**src/rtl/audio_mix_pkg.sv**
```systemverilog
`default_nettype none
// audio_mix_pkg: shared types and helpers for the audio_mix_dac mixer.
// Revision 1.0

package audio_mix_pkg;

   typedef enum logic [1:0] {
      MUTE    = 2'd0,
      QUARTER = 2'd1,
      HALF    = 2'd2,
      UNITY   = 2'd3
   } gain_t;

   typedef enum logic [1:0] {
      IDLE    = 2'd0,
      ACCUM   = 2'd1,
      PUBLISH = 2'd2
   } mix_state_t;

   // MUTE maps to 0 here; the caller suppresses the term instead of shifting it out.
   function automatic logic [1:0] gain_shift(gain_t g);
      case (g)
         UNITY:   return 2'd0;
         HALF:    return 2'd1;
         QUARTER: return 2'd2;
         default: return 2'd0;
      endcase
   endfunction

endpackage

`default_nettype wire

```
**src/rtl/audio_mix_dac_if.sv**
```systemverilog
`default_nettype none
// audio_mix_dac_if: channel inputs and mixed-sample outputs of audio_mix_dac.
// Revision 1.0

interface audio_mix_dac_if #(
   parameter int CHANNELS = 4,
   parameter int IN_W     = 14,
   parameter int OUT_W    = 16
);
   logic                     ce_sample_i;
   logic [CHANNELS*IN_W-1:0] ch_data_i;
   logic [CHANNELS*2-1:0]    ch_gain_i;
   logic [OUT_W-1:0]         sample_o;
   logic [OUT_W-1:0]         sample_s_o;
   logic                     valid_o;
   logic                     busy_o;
   logic                     overrun_o;
   logic                     pdm_o;

   modport master (
      output ce_sample_i, ch_data_i, ch_gain_i,
      input  sample_o, sample_s_o, valid_o, busy_o, overrun_o, pdm_o
   );

   modport slave (
      input  ce_sample_i, ch_data_i, ch_gain_i,
      output sample_o, sample_s_o, valid_o, busy_o, overrun_o, pdm_o
   );
endinterface

`default_nettype wire

```
**src/rtl/audio_mix_sd.sv**
```systemverilog
`default_nettype none
// audio_mix_sd: first-order sigma-delta modulator; ones density = sample / 2^OUT_W.
// Revision 1.0

module audio_mix_sd #(
   parameter int OUT_W = 16
) (
   input  logic             clk,
   input  logic             res_n,
   input  logic [OUT_W-1:0] sample,
   output logic             pdm
);
   logic [OUT_W-1:0] acc;
   logic [OUT_W:0]   sum;

   assign sum = {1'b0, acc} + {1'b0, sample};

   always_ff @(posedge clk or negedge res_n) begin
      if (!res_n) begin
         acc <= '0;
         pdm <= 1'b0;
      end else begin
         acc <= sum[OUT_W-1:0];
         pdm <= sum[OUT_W];
      end
   end
endmodule

`default_nettype wire

```
**src/rtl/audio_mix_dac.sv**
```systemverilog
`default_nettype none
// audio_mix_dac: time-multiplexed gain mixer with optional 1-bit DAC (AUDIO_MIX_PDM_EN).
// Revision 1.0

module audio_mix_dac
   import audio_mix_pkg::*;
#(
   parameter int CHANNELS = 4,
   parameter int IN_W     = 14,
   parameter int OUT_W    = 16
) (
   input  logic            clk_i,
   input  logic            res_n_i,
   audio_mix_dac_if.slave  bus
);
   localparam int ACC_W = IN_W + $clog2(CHANNELS);
   localparam int IDX_W = $clog2(CHANNELS);

   mix_state_t       state;
   mix_state_t       state_nxt;
   logic [IDX_W-1:0] idx;
   logic [ACC_W-1:0] acc;
   logic [IN_W-1:0]  snap_data [CHANNELS];
   gain_t            snap_gain [CHANNELS];
   logic [IN_W-1:0]  term;
   logic [OUT_W-1:0] sample;
   logic [OUT_W-1:0] scaled;
   logic             valid;
   logic             overrun;
   logic             busy;
   logic             last;
   logic             pdm;

   assign last = (idx == IDX_W'(CHANNELS - 1));

   always_ff @(posedge clk_i or negedge res_n_i) begin
      if (!res_n_i) state <= IDLE;
      else          state <= state_nxt;
   end

   always_comb begin
      state_nxt = state;
      case (state)
         IDLE:    if (bus.ce_sample_i) state_nxt = ACCUM;
         ACCUM:   if (last) state_nxt = PUBLISH;
         PUBLISH: state_nxt = IDLE;
         default: state_nxt = IDLE;
      endcase
   end

   always_comb begin
      busy = (state != IDLE);
   end

   always_comb begin
      term = '0;
      if (snap_gain[idx] != MUTE) term = snap_data[idx] >> gain_shift(snap_gain[idx]);
   end

   always_ff @(posedge clk_i or negedge res_n_i) begin
      if (!res_n_i) begin
         acc     <= '0;
         idx     <= '0;
         sample  <= '0;
         valid   <= 1'b0;
         overrun <= 1'b0;
         for (int k = 0; k < CHANNELS; k++) begin
            snap_data[k] <= '0;
            snap_gain[k] <= MUTE;
         end
      end else begin
         valid <= 1'b0;
         // Strobes outside IDLE are dropped; the flag is sticky until reset.
         if (bus.ce_sample_i && (state != IDLE)) overrun <= 1'b1;
         case (state)
            IDLE: begin
               if (bus.ce_sample_i) begin
                  acc <= '0;
                  idx <= '0;
                  for (int k = 0; k < CHANNELS; k++) begin
                     snap_data[k] <= bus.ch_data_i[k*IN_W +: IN_W];
                     snap_gain[k] <= gain_t'(bus.ch_gain_i[k*2 +: 2]);
                  end
               end
            end
            ACCUM: begin
               acc <= acc + ACC_W'(term);
               if (!last) idx <= idx + 1'b1;
            end
            PUBLISH: begin
               sample <= scaled;
               valid  <= 1'b1;
            end
            default: ;
         endcase
      end
   end

   generate
      if (OUT_W >= ACC_W) begin : g_scale_up
         assign scaled = OUT_W'(acc) << (OUT_W - ACC_W);
      end else begin : g_scale_trunc
         assign scaled = acc[ACC_W-1 -: OUT_W];
      end
   endgenerate

`ifdef AUDIO_MIX_PDM_EN
   audio_mix_sd #(.OUT_W(OUT_W)) u_sd (
      .clk    (clk_i),
      .res_n  (res_n_i),
      .sample (sample),
      .pdm    (pdm)
   );
`else
   assign pdm = 1'b0;
`endif

   assign bus.sample_o   = sample;
   assign bus.sample_s_o = {~sample[OUT_W-1], sample[OUT_W-2:0]};
   assign bus.valid_o    = valid;
   assign bus.busy_o     = busy;
   assign bus.overrun_o  = overrun;
   assign bus.pdm_o      = pdm;
endmodule

`default_nettype wire

```
**src/flat_wrapper.sv**
```systemverilog
// flat-port wrapper written by rule: the top's interface ports become plain ports
module audio_mix_dac_flat import audio_mix_pkg::*;
#(
   parameter int CHANNELS = 4,
   parameter int IN_W     = 14,
   parameter int OUT_W    = 16
)
  (clk_i, res_n_i, bus_ce_sample_i, bus_ch_data_i, bus_ch_gain_i, bus_sample_o, bus_sample_s_o, bus_valid_o, bus_busy_o, bus_overrun_o, bus_pdm_o);
  audio_mix_dac_if #(.CHANNELS(CHANNELS), .IN_W(IN_W), .OUT_W(OUT_W)) bus_i ();
  input  logic clk_i;
  input  logic res_n_i;
  input wire logic [$bits(bus_i.ce_sample_i)-1:0] bus_ce_sample_i;
  input wire logic [$bits(bus_i.ch_data_i)-1:0] bus_ch_data_i;
  input wire logic [$bits(bus_i.ch_gain_i)-1:0] bus_ch_gain_i;
  output wire logic [$bits(bus_i.sample_o)-1:0] bus_sample_o;
  output wire logic [$bits(bus_i.sample_s_o)-1:0] bus_sample_s_o;
  output wire logic [$bits(bus_i.valid_o)-1:0] bus_valid_o;
  output wire logic [$bits(bus_i.busy_o)-1:0] bus_busy_o;
  output wire logic [$bits(bus_i.overrun_o)-1:0] bus_overrun_o;
  output wire logic [$bits(bus_i.pdm_o)-1:0] bus_pdm_o;
  assign bus_i.ce_sample_i = bus_ce_sample_i;
  assign bus_i.ch_data_i = bus_ch_data_i;
  assign bus_i.ch_gain_i = bus_ch_gain_i;
  assign bus_sample_o = bus_i.sample_o;
  assign bus_sample_s_o = bus_i.sample_s_o;
  assign bus_valid_o = bus_i.valid_o;
  assign bus_busy_o = bus_i.busy_o;
  assign bus_overrun_o = bus_i.overrun_o;
  assign bus_pdm_o = bus_i.pdm_o;
  audio_mix_dac #(.CHANNELS(CHANNELS), .IN_W(IN_W), .OUT_W(OUT_W)) u_core (.clk_i(clk_i), .res_n_i(res_n_i), .bus(bus_i));
endmodule
```
**config.mk**
```make
export PLATFORM = sky130hd
export DESIGN_NAME = audio_mix_dac_flat
export DESIGN_NICKNAME = d
export VERILOG_FILES = /design/src/rtl/audio_mix_pkg.sv /design/src/rtl/audio_mix_dac_if.sv /design/src/rtl/audio_mix_sd.sv /design/src/rtl/audio_mix_dac.sv /design/src/flat_wrapper.sv
export SDC_FILE = /design/constraint.sdc
export NUM_CORES = 1
export LEC_CHECK = 0
export ABC_CLOCK_PERIOD_IN_PS = 3740
export CORE_MARGIN = 5
export CORE_UTILIZATION = 50
export CTS_BUF_LIST = sky130_fd_sc_hd__clkbuf_4 sky130_fd_sc_hd__clkbuf_8
export CTS_CLUSTER_DIAMETER = 150
export DETAILED_ROUTE_END_ITERATION = 8
export GPL_ROUTABILITY_DRIVEN = 0
export HOLD_SLACK_MARGIN = 0.06
export PLACE_DENSITY = 0.79
export SETUP_SLACK_MARGIN = 0.2
export SYNTH_ARGS = -nofsm -noshare
export SYNTH_HDL_FRONTEND = slang
export SYNTH_SLANG_ARGS = --single-unit
```
**constraint.sdc**
```tcl
create_clock -name clk_i -period 3.74 [get_ports clk_i]
set_clock_uncertainty 0.2 [all_clocks]
set_input_delay 0.748 -clock clk_i [delete_from_list [all_inputs] [get_ports clk_i]]
set_output_delay 0.748 -clock clk_i [all_outputs]
set_load 0.02 [all_outputs]
```
==> flow_metrics.env, run 1 <==
export IMPL_status="finished clean"
export IMPL_powerDensity_mw_per_mm2=1040
export IMPL_drt_pass1_iterations=5
export IMPL_cp_end_kind="register"
export IMPL_hold_violations=0
export IMPL_critical_path_class="reg -> reg"
export IMPL_area_growth_pct=23.0
export IMPL_cp_startpoint="u_core.idx[0]"
export IMPL_cts_root_buf="clkbuf_8"
export IMPL_viasPerCell=5.36
export IMPL_synth_seq_cells=102
export IMPL_grt_ovfl_total=0
export IMPL_grt_max_degree=56
export IMPL_die_area_sq_mm=0.0129
export IMPL_numCtsBuffers=9
export IMPL_max_stage_delay_ns=0.50
export IMPL_synth_edf_count=0
export IMPL_antennaDiodeCount=0
export IMPL_yosys_area_top_type_share_pct=47.5
export IMPL_wl_met1_mm=5.19
export IMPL_ys_top_cells_by_area="dfrtp_1, nand2_1, mux4_2"
export IMPL_grt_usage_pct=18.4
export IMPL_fmax_mhz=300
export IMPL_finalSetupViolations=0
export IMPL_arrival_ns=3.43
export IMPL_htreeDepth=3
export IMPL_tns_ns=0
export IMPL_syn_area_per_cell_sq_um=9.47
export IMPL_leakagePower_nw=3.12
export IMPL_worst_pin_slew_ns=0.965
export IMPL_ios=103
export IMPL_finalCritPeriodShare_pct=89.1
export IMPL_synthCells=568
export IMPL_routed_wl_mm=11.7
export IMPL_cts_sinks=102
export IMPL_timing_critical_path_buf_inv=2
export IMPL_synthTopCellsByCount="nand2_1, dfrtp_1, a21oi_1, clkbuf_1, mux2_2"
export IMPL_crit_top_cell="buf_4"
export IMPL_synth_compound_area_share_pct=9.31
export IMPL_dr_total_vias=4211
export IMPL_routed_top_layer="met4"
export IMPL_synth_xor_area_share_pct=0.977
export IMPL_synthAdderAreaFrac_pct=3.86
export IMPL_clk_latency_ns=0.35
export IMPL_crit_required_ns=3.84
export IMPL_ir_drop_mv=0.462
export IMPL_synth_fp_nets=651
export IMPL_crit_chain="buf_4 -> mux4_2 -> buf_4 -> a21oi_1 -> ha_1 -> a21o_1 -> and4_1 -> o21a_1 -> or4_1 -> nand3_1"
export IMPL_seq_area_frac_synth_pct=47.5
export IMPL_clk_pin_slew_ns=0.10
export IMPL_design_power_total_w=0.00690
export IMPL_fin_area_sq_mm=0.00662
export IMPL_final_util_pct=63.5
export IMPL_synth_top_area_cell="dfrtp_1"
export IMPL_wl_met2_mm=5.73
export IMPL_cp_slowest_cell="mux4_2"
export IMPL_grt_pass1_wl_mm=19.4
export IMPL_async_flop_share_pct=100
export IMPL_critPathMaxFanout=25
export IMPL_synth_top_family_by_area="simple AND/OR/NAND/NOR gates"
export IMPL_yosysMostFrequentCell="nand2_1"
export IMPL_rrSetupSlack_ns=0.41
export IMPL_rsz0062_at_grt="false"
export IMPL_synth_mux_area_share_pct=13.4
export IMPL_hold_ws_ns=0.176
export IMPL_initial_core_util_pct=51.6
export IMPL_std_cell_rows=37
export IMPL_clk_path_buf_depth=2
export IMPL_drive_above_1_share_pct=10.6
export IMPL_regToRegStartpoint="u_core.idx[0]"
export IMPL_die_w_um=114
export IMPL_final_net_count=729
export IMPL_drt_iter0_drc=249
export IMPL_relSlewSlack_pct=35.7
export IMPL_cap_violations=0
export IMPL_portBuffers=101
export IMPL_drc_errors=0
export IMPL_design_core_area_sq_mm=0.0104
export IMPL_drtAntennaViolNets=0
export IMPL_wl_per_cell_um=14.9
export IMPL_dpl_cell_area_sq_mm=0.00637
export IMPL_fin_crit_ns=3.33
export IMPL_hold_class="in -> async"
export IMPL_die_h_um=114
export IMPL_syn_cell_area_sq_mm=0.00538
export IMPL_cp_top_family="simple AND/OR/NAND/NOR gates"
export IMPL_drv_slew=0
export IMPL_place_hpwl_mm=8.82
export IMPL_antenna_found_initial=0
export IMPL_wl_met3_um=728
export IMPL_yosysWarnings=0
export IMPL_synth_simple_area_share_pct=19.2
export IMPL_synth_cell_types=47
export IMPL_synthFlopType="dfrtp_1"
export IMPL_grt_pass1_vias=4087
export IMPL_cp_start_kind="register"
export IMPL_cts_tree="yes"
layer usage:
metal / up-vias / track usage (%)
met4: 0 / 3.61
met5: - / 0
li1: 2062 / -
met1: 1999 / 25.8
met3: 8 / 3.50
met2: 142 / 30.4
final cells by class:
type	instances	area (sq um)
clock inverters	4	56.3
inverters	8	30.0
multi-input cells	410	2540
flip-flops and latches	102	2550
clock buffers	11	145
fillers	854	3800
repair buffers	115	1120
well taps	136	170
power by group:
group / switching (W) / internal (W) / leakage, nW
logic: 0.00235 / 0.00188 / 1.75
clock network: 0.000369 / 0.000337 / 0.103
registers: 0.000342 / 0.00162 / 1.27
total: 0.00306 / 0.00384 / 3.12
metrics by stage:
| step | setup slack (ns) | instances |
|---|---|---|
| 4_1_cts | 0.290 | 783 |
| 2_1_floorplan | 0.472 | 568 |
| 3_3_place_gp | 0.275 | 768 |
| 5_1_grt | 0.191 | 786 |
| 6_report | 0.408 | 786 |
| 3_5_place_dp | 0.158 | 768 |
repair_timing:
item / 4_1_cts / 5_1_grt
setup endpoints to repair: 2 / 8
gates resized for setup: 1 / 7
hold buffers: 0 / 0
buffers inserted: 0 / 3
flip-flops by register name (all words and copies together) (netlist names):
signal                flops
u_core.snap_gain          8
u_core.bus.overrun_o      1
u_core.acc               16
u_core.state              2
u_core.snap_data         56
u_core.idx                2
u_core.bus.sample_o      16
u_core.bus.valid_o        1
final timing paths:
kind                                           end  depth (start not counted)
setup / recovery                     u_core.acc[7]                         10
hold / removal             u_core.bus.sample_o[15]                          1
setup reg to reg                     u_core.acc[7]                         10
hold reg to reg               u_core.bus.overrun_o                          1
max in group asynchronous            u_core.idx[1]                          2
min in group clk_i            u_core.bus.overrun_o                          1
worst register-to-register path: cells and delay by family, from the launching register on:
| family | cells | cell delay [ns] |
|---|---|---|
| simple gates | 3 | 0.81 |
| compound gates | 3 | 0.63 |
| mux | 1 | 0.50 |
| flops | 1 | 0.48 |
| buf+inv | 2 | 0.37 |
| fa+ha+maj | 1 | 0.28 |
logic make-up (layout without fill, tap and decap cells):
| logic type | count (synthesis) | after routing |
|---|---|---|
| multiplexers | 49 | 49 |
| buffers and inverters | 56 | 138 |
| flip-flops | 102 | 102 |
| AO/OA/AOI/OAI | 84 | 84 |
| other | 1 | 1 |
| adder cells (fa/ha/maj) | 16 | 16 |
| XOR/XNOR | 6 | 6 |
| AND/OR/NAND/NOR | 254 | 254 |
cells in the final DEF (no fill, tap or decap), types with 12 or more instances in the layout:
cell,count
a21oi_1,39
buf_4,13
clkdlybuf4s50_1,100
dfrtp_1,100
ha_1,15
mux2_2,17
mux2i_1,16
mux4_2,13
nand2_1,209
nand3_1,12
o21ai_0,14
No activity file was read; power rests on OpenSTA's default activity.
==> run 2: changes to the inputs <==
Settings changed: SYNTH_HIERARCHICAL set to 1.
==> run 2 against run 1 <==
Setup slack worse by 0.12 ns. Die area shrank 0.40%. Largest cell class unchanged. Register-to-register slack got worse by 0.12 ns.
==> flow_metrics.env, run 2 <==
export IMPL_die_area_sq_mm=0.0129
export IMPL_cts_sinks=102
export IMPL_drt_iter0_drc=277
export IMPL_final_cell_mix="nand2_1, dfrtp_1, clkdlybuf4s50_1"
export IMPL_critical_path_class="reg -> reg"
export IMPL_hold_ws_ns=0.209
export IMPL_drc_errors=0
export IMPL_powerDensity_mw_per_mm2=1060
export IMPL_portBuffers=101
export IMPL_synth_seq_cells=102
export IMPL_final_cells=779
export IMPL_cp_end_kind="register"
export IMPL_initial_core_util_pct=51.6
export IMPL_viasPerCell=5.52
export IMPL_cp_start_kind="register"
export IMPL_design_power_total_w=0.00703
export IMPL_yosysWarnings=6
export IMPL_ir_drop_mv=0.482
export IMPL_cts_tree="yes"
export IMPL_yosysMostFrequentCell="nand2_1"
export IMPL_crit_required_ns=3.85
export IMPL_cap_violations=0
export IMPL_wl_per_cell_um=15.5
export IMPL_yosys_area_top_type_share_pct=47.7
export IMPL_critPathMaxFanout=23
export IMPL_clk_latency_ns=0.37
export IMPL_synthTopCellsByCount="nand2_1, dfrtp_1, a21oi_1, buf_4, nand3_1"
export IMPL_place_inst=760
export IMPL_leakagePower_nw=3.11
export IMPL_finalSetupViolations=0
export IMPL_numCtsBuffers=9
export IMPL_grt_pass1_vias=4154
export IMPL_clk_pin_slew_ns=0.10
export IMPL_hold_class="in -> async"
export IMPL_seq_area_frac_synth_pct=47.7
export IMPL_grt_usage_pct=19.1
export IMPL_synth_cell_types=50
export IMPL_arrival_ns=3.57
export IMPL_synth_edf_count=0
export IMPL_grt_max_degree=57
export IMPL_drt_pass1_iterations=5
export IMPL_place_hpwl_mm=8.86
export IMPL_routed_wl_mm=12.1
export IMPL_ios=103
export IMPL_final_net_count=721
export IMPL_status="finished clean"
export IMPL_grt_ovfl_total=0
export IMPL_drive_above_1_share_pct=11.0
export IMPL_synthCells=562
export IMPL_worst_pin_slew_ns=0.682
export IMPL_rsz0062_at_grt="true"
export IMPL_relSlewSlack_pct=54.5
export IMPL_ys_top_cells_by_area="dfrtp_1, nand2_1, mux4_2"
export IMPL_largest_register="u_core/snap_data"
export IMPL_std_cell_rows=37
export IMPL_fmax_mhz=289
export IMPL_drv_slew=0
export IMPL_fin_crit_ns=3.45
export IMPL_area_growth_pct=23.8
export IMPL_die_w_um=113
export IMPL_htreeDepth=3
export IMPL_synthFlopType="dfrtp_1"
export IMPL_clk_path_buf_depth=2
export IMPL_largest_register_ffs=56
export IMPL_drtAntennaViolNets=0
export IMPL_syn_area_per_cell_sq_um=9.53
export IMPL_syn_cell_area_sq_mm=0.00535
export IMPL_async_flop_share_pct=100
export IMPL_hold_violations=0
export IMPL_tns_ns=0
export IMPL_grt_pass1_wl_mm=20.0
export IMPL_dr_total_vias=4299
export IMPL_cts_root_buf="clkbuf_8"
export IMPL_antennaDiodeCount=0
export IMPL_nFillCells=847
export IMPL_synth_top_area_cell="dfrtp_1"
export IMPL_antenna_found_initial=0
export IMPL_die_h_um=113
export IMPL_design_core_area_sq_mm=0.0104
export IMPL_mostFrequentLayoutCell="nand2_1"
export IMPL_synth_fp_nets=645
export IMPL_finalCritPeriodShare_pct=92.4
[run 2: stage by stage]
stage	setup WS [ns]	area [sq um]	util [%]
finish	0.286	6630	63.9
global route	0.161	6630	63.9
CTS	0.302	6560	63.3
detailed placement	0.212	6350	61.2
global placement	0.322	6350	61.2
floorplan	0.512	5350	-
[run 2: path summary, 6_finish.rpt]
check | from | end | slack (ns) | cells after the start
worst max-delay path | u_core/idx[0] | u_core/acc[12] | 0.29 | 10
worst min-delay path | res_n_i | u_core/bus.sample_o[4] | 0.21 | 1
worst max register to register | u_core/idx[0] | u_core/acc[12] | 0.29 | 10
worst min register to register | u_core/bus.overrun_o | u_core/bus.overrun_o | 0.26 | 1
max in group asynchronous | res_n_i | u_core/bus.sample_o[2] | 2.35 | 2
min in group clk_i | u_core/bus.overrun_o | u_core/bus.overrun_o | 0.26 | 1
[run 2: metal layers]
metal  track usage [%]  share of wire, %
met3              4.67               7.6
met4              5.53               2.3
met5                 0                 0
met2              30.5                48
met1              26.2                42
[run 2: final cells by class]
class / count / area (sq um) / area share [%]
Inverter: 7 / 26.3 / 0.397
Sequential cell: 102 / 2550 / 38.5
Tap cell: 136 / 170 / 2.57
Multi-Input combinational cell: 406 / 2550 / 38.4
Clock inverter: 5 / 62.6 / 0.944
Clock buffer: 11 / 151 / 2.28
Timing Repair Buffer: 112 / 1120 / 16.8
[run 2: worst max-delay path, cell delays in order, from the launching register on]
cell and delay, ns:
dfrtp_2 0.49, mux4_2 0.60, buf_4 0.26, mux2i_1 0.19
a21oi_1 0.10, ha_1 0.38, a21oi_1 0.10, o211ai_1 0.42
nand4_1 0.20, or3_1 0.36, nand3_1 0.09
[run 2: cells by family after synthesis]
| kind of cell | after synthesis | share of synthesized area [%] |
|---|---|---|
| AO/OA/AOI/OAI | 79 | 8.83 |
| flip-flops | 102 | 47.7 |
| adder cells (fa/ha/maj) | 16 | 3.88 |
| other | 1 | 0.0700 |
| XOR/XNOR | 8 | 1.31 |
| buffers and inverters | 55 | 5.77 |
| multiplexers | 47 | 12.9 |
| AND/OR/NAND/NOR | 254 | 19.6 |
[run 2: what timing repair did]
| item | in CTS | in global routing |
|---|---|---|
| hold buffers | 0 | 0 |
| setup buffers | 0 | 2 |
| gates resized for setup | 1 | 5 |
| endpoints found under the setup margin | 1 | 6 |
| cloned | 0 | 1 |
| endpoints found under the hold margin | 0 | 0 |
[run 2: power by group]
group          switching, W  total, W  internal [W]
Combinational       0.00240   0.00430       0.00190
Clock              0.000382  0.000733      0.000351
Sequential         0.000368   0.00200       0.00163
Total               0.00315   0.00703       0.00388
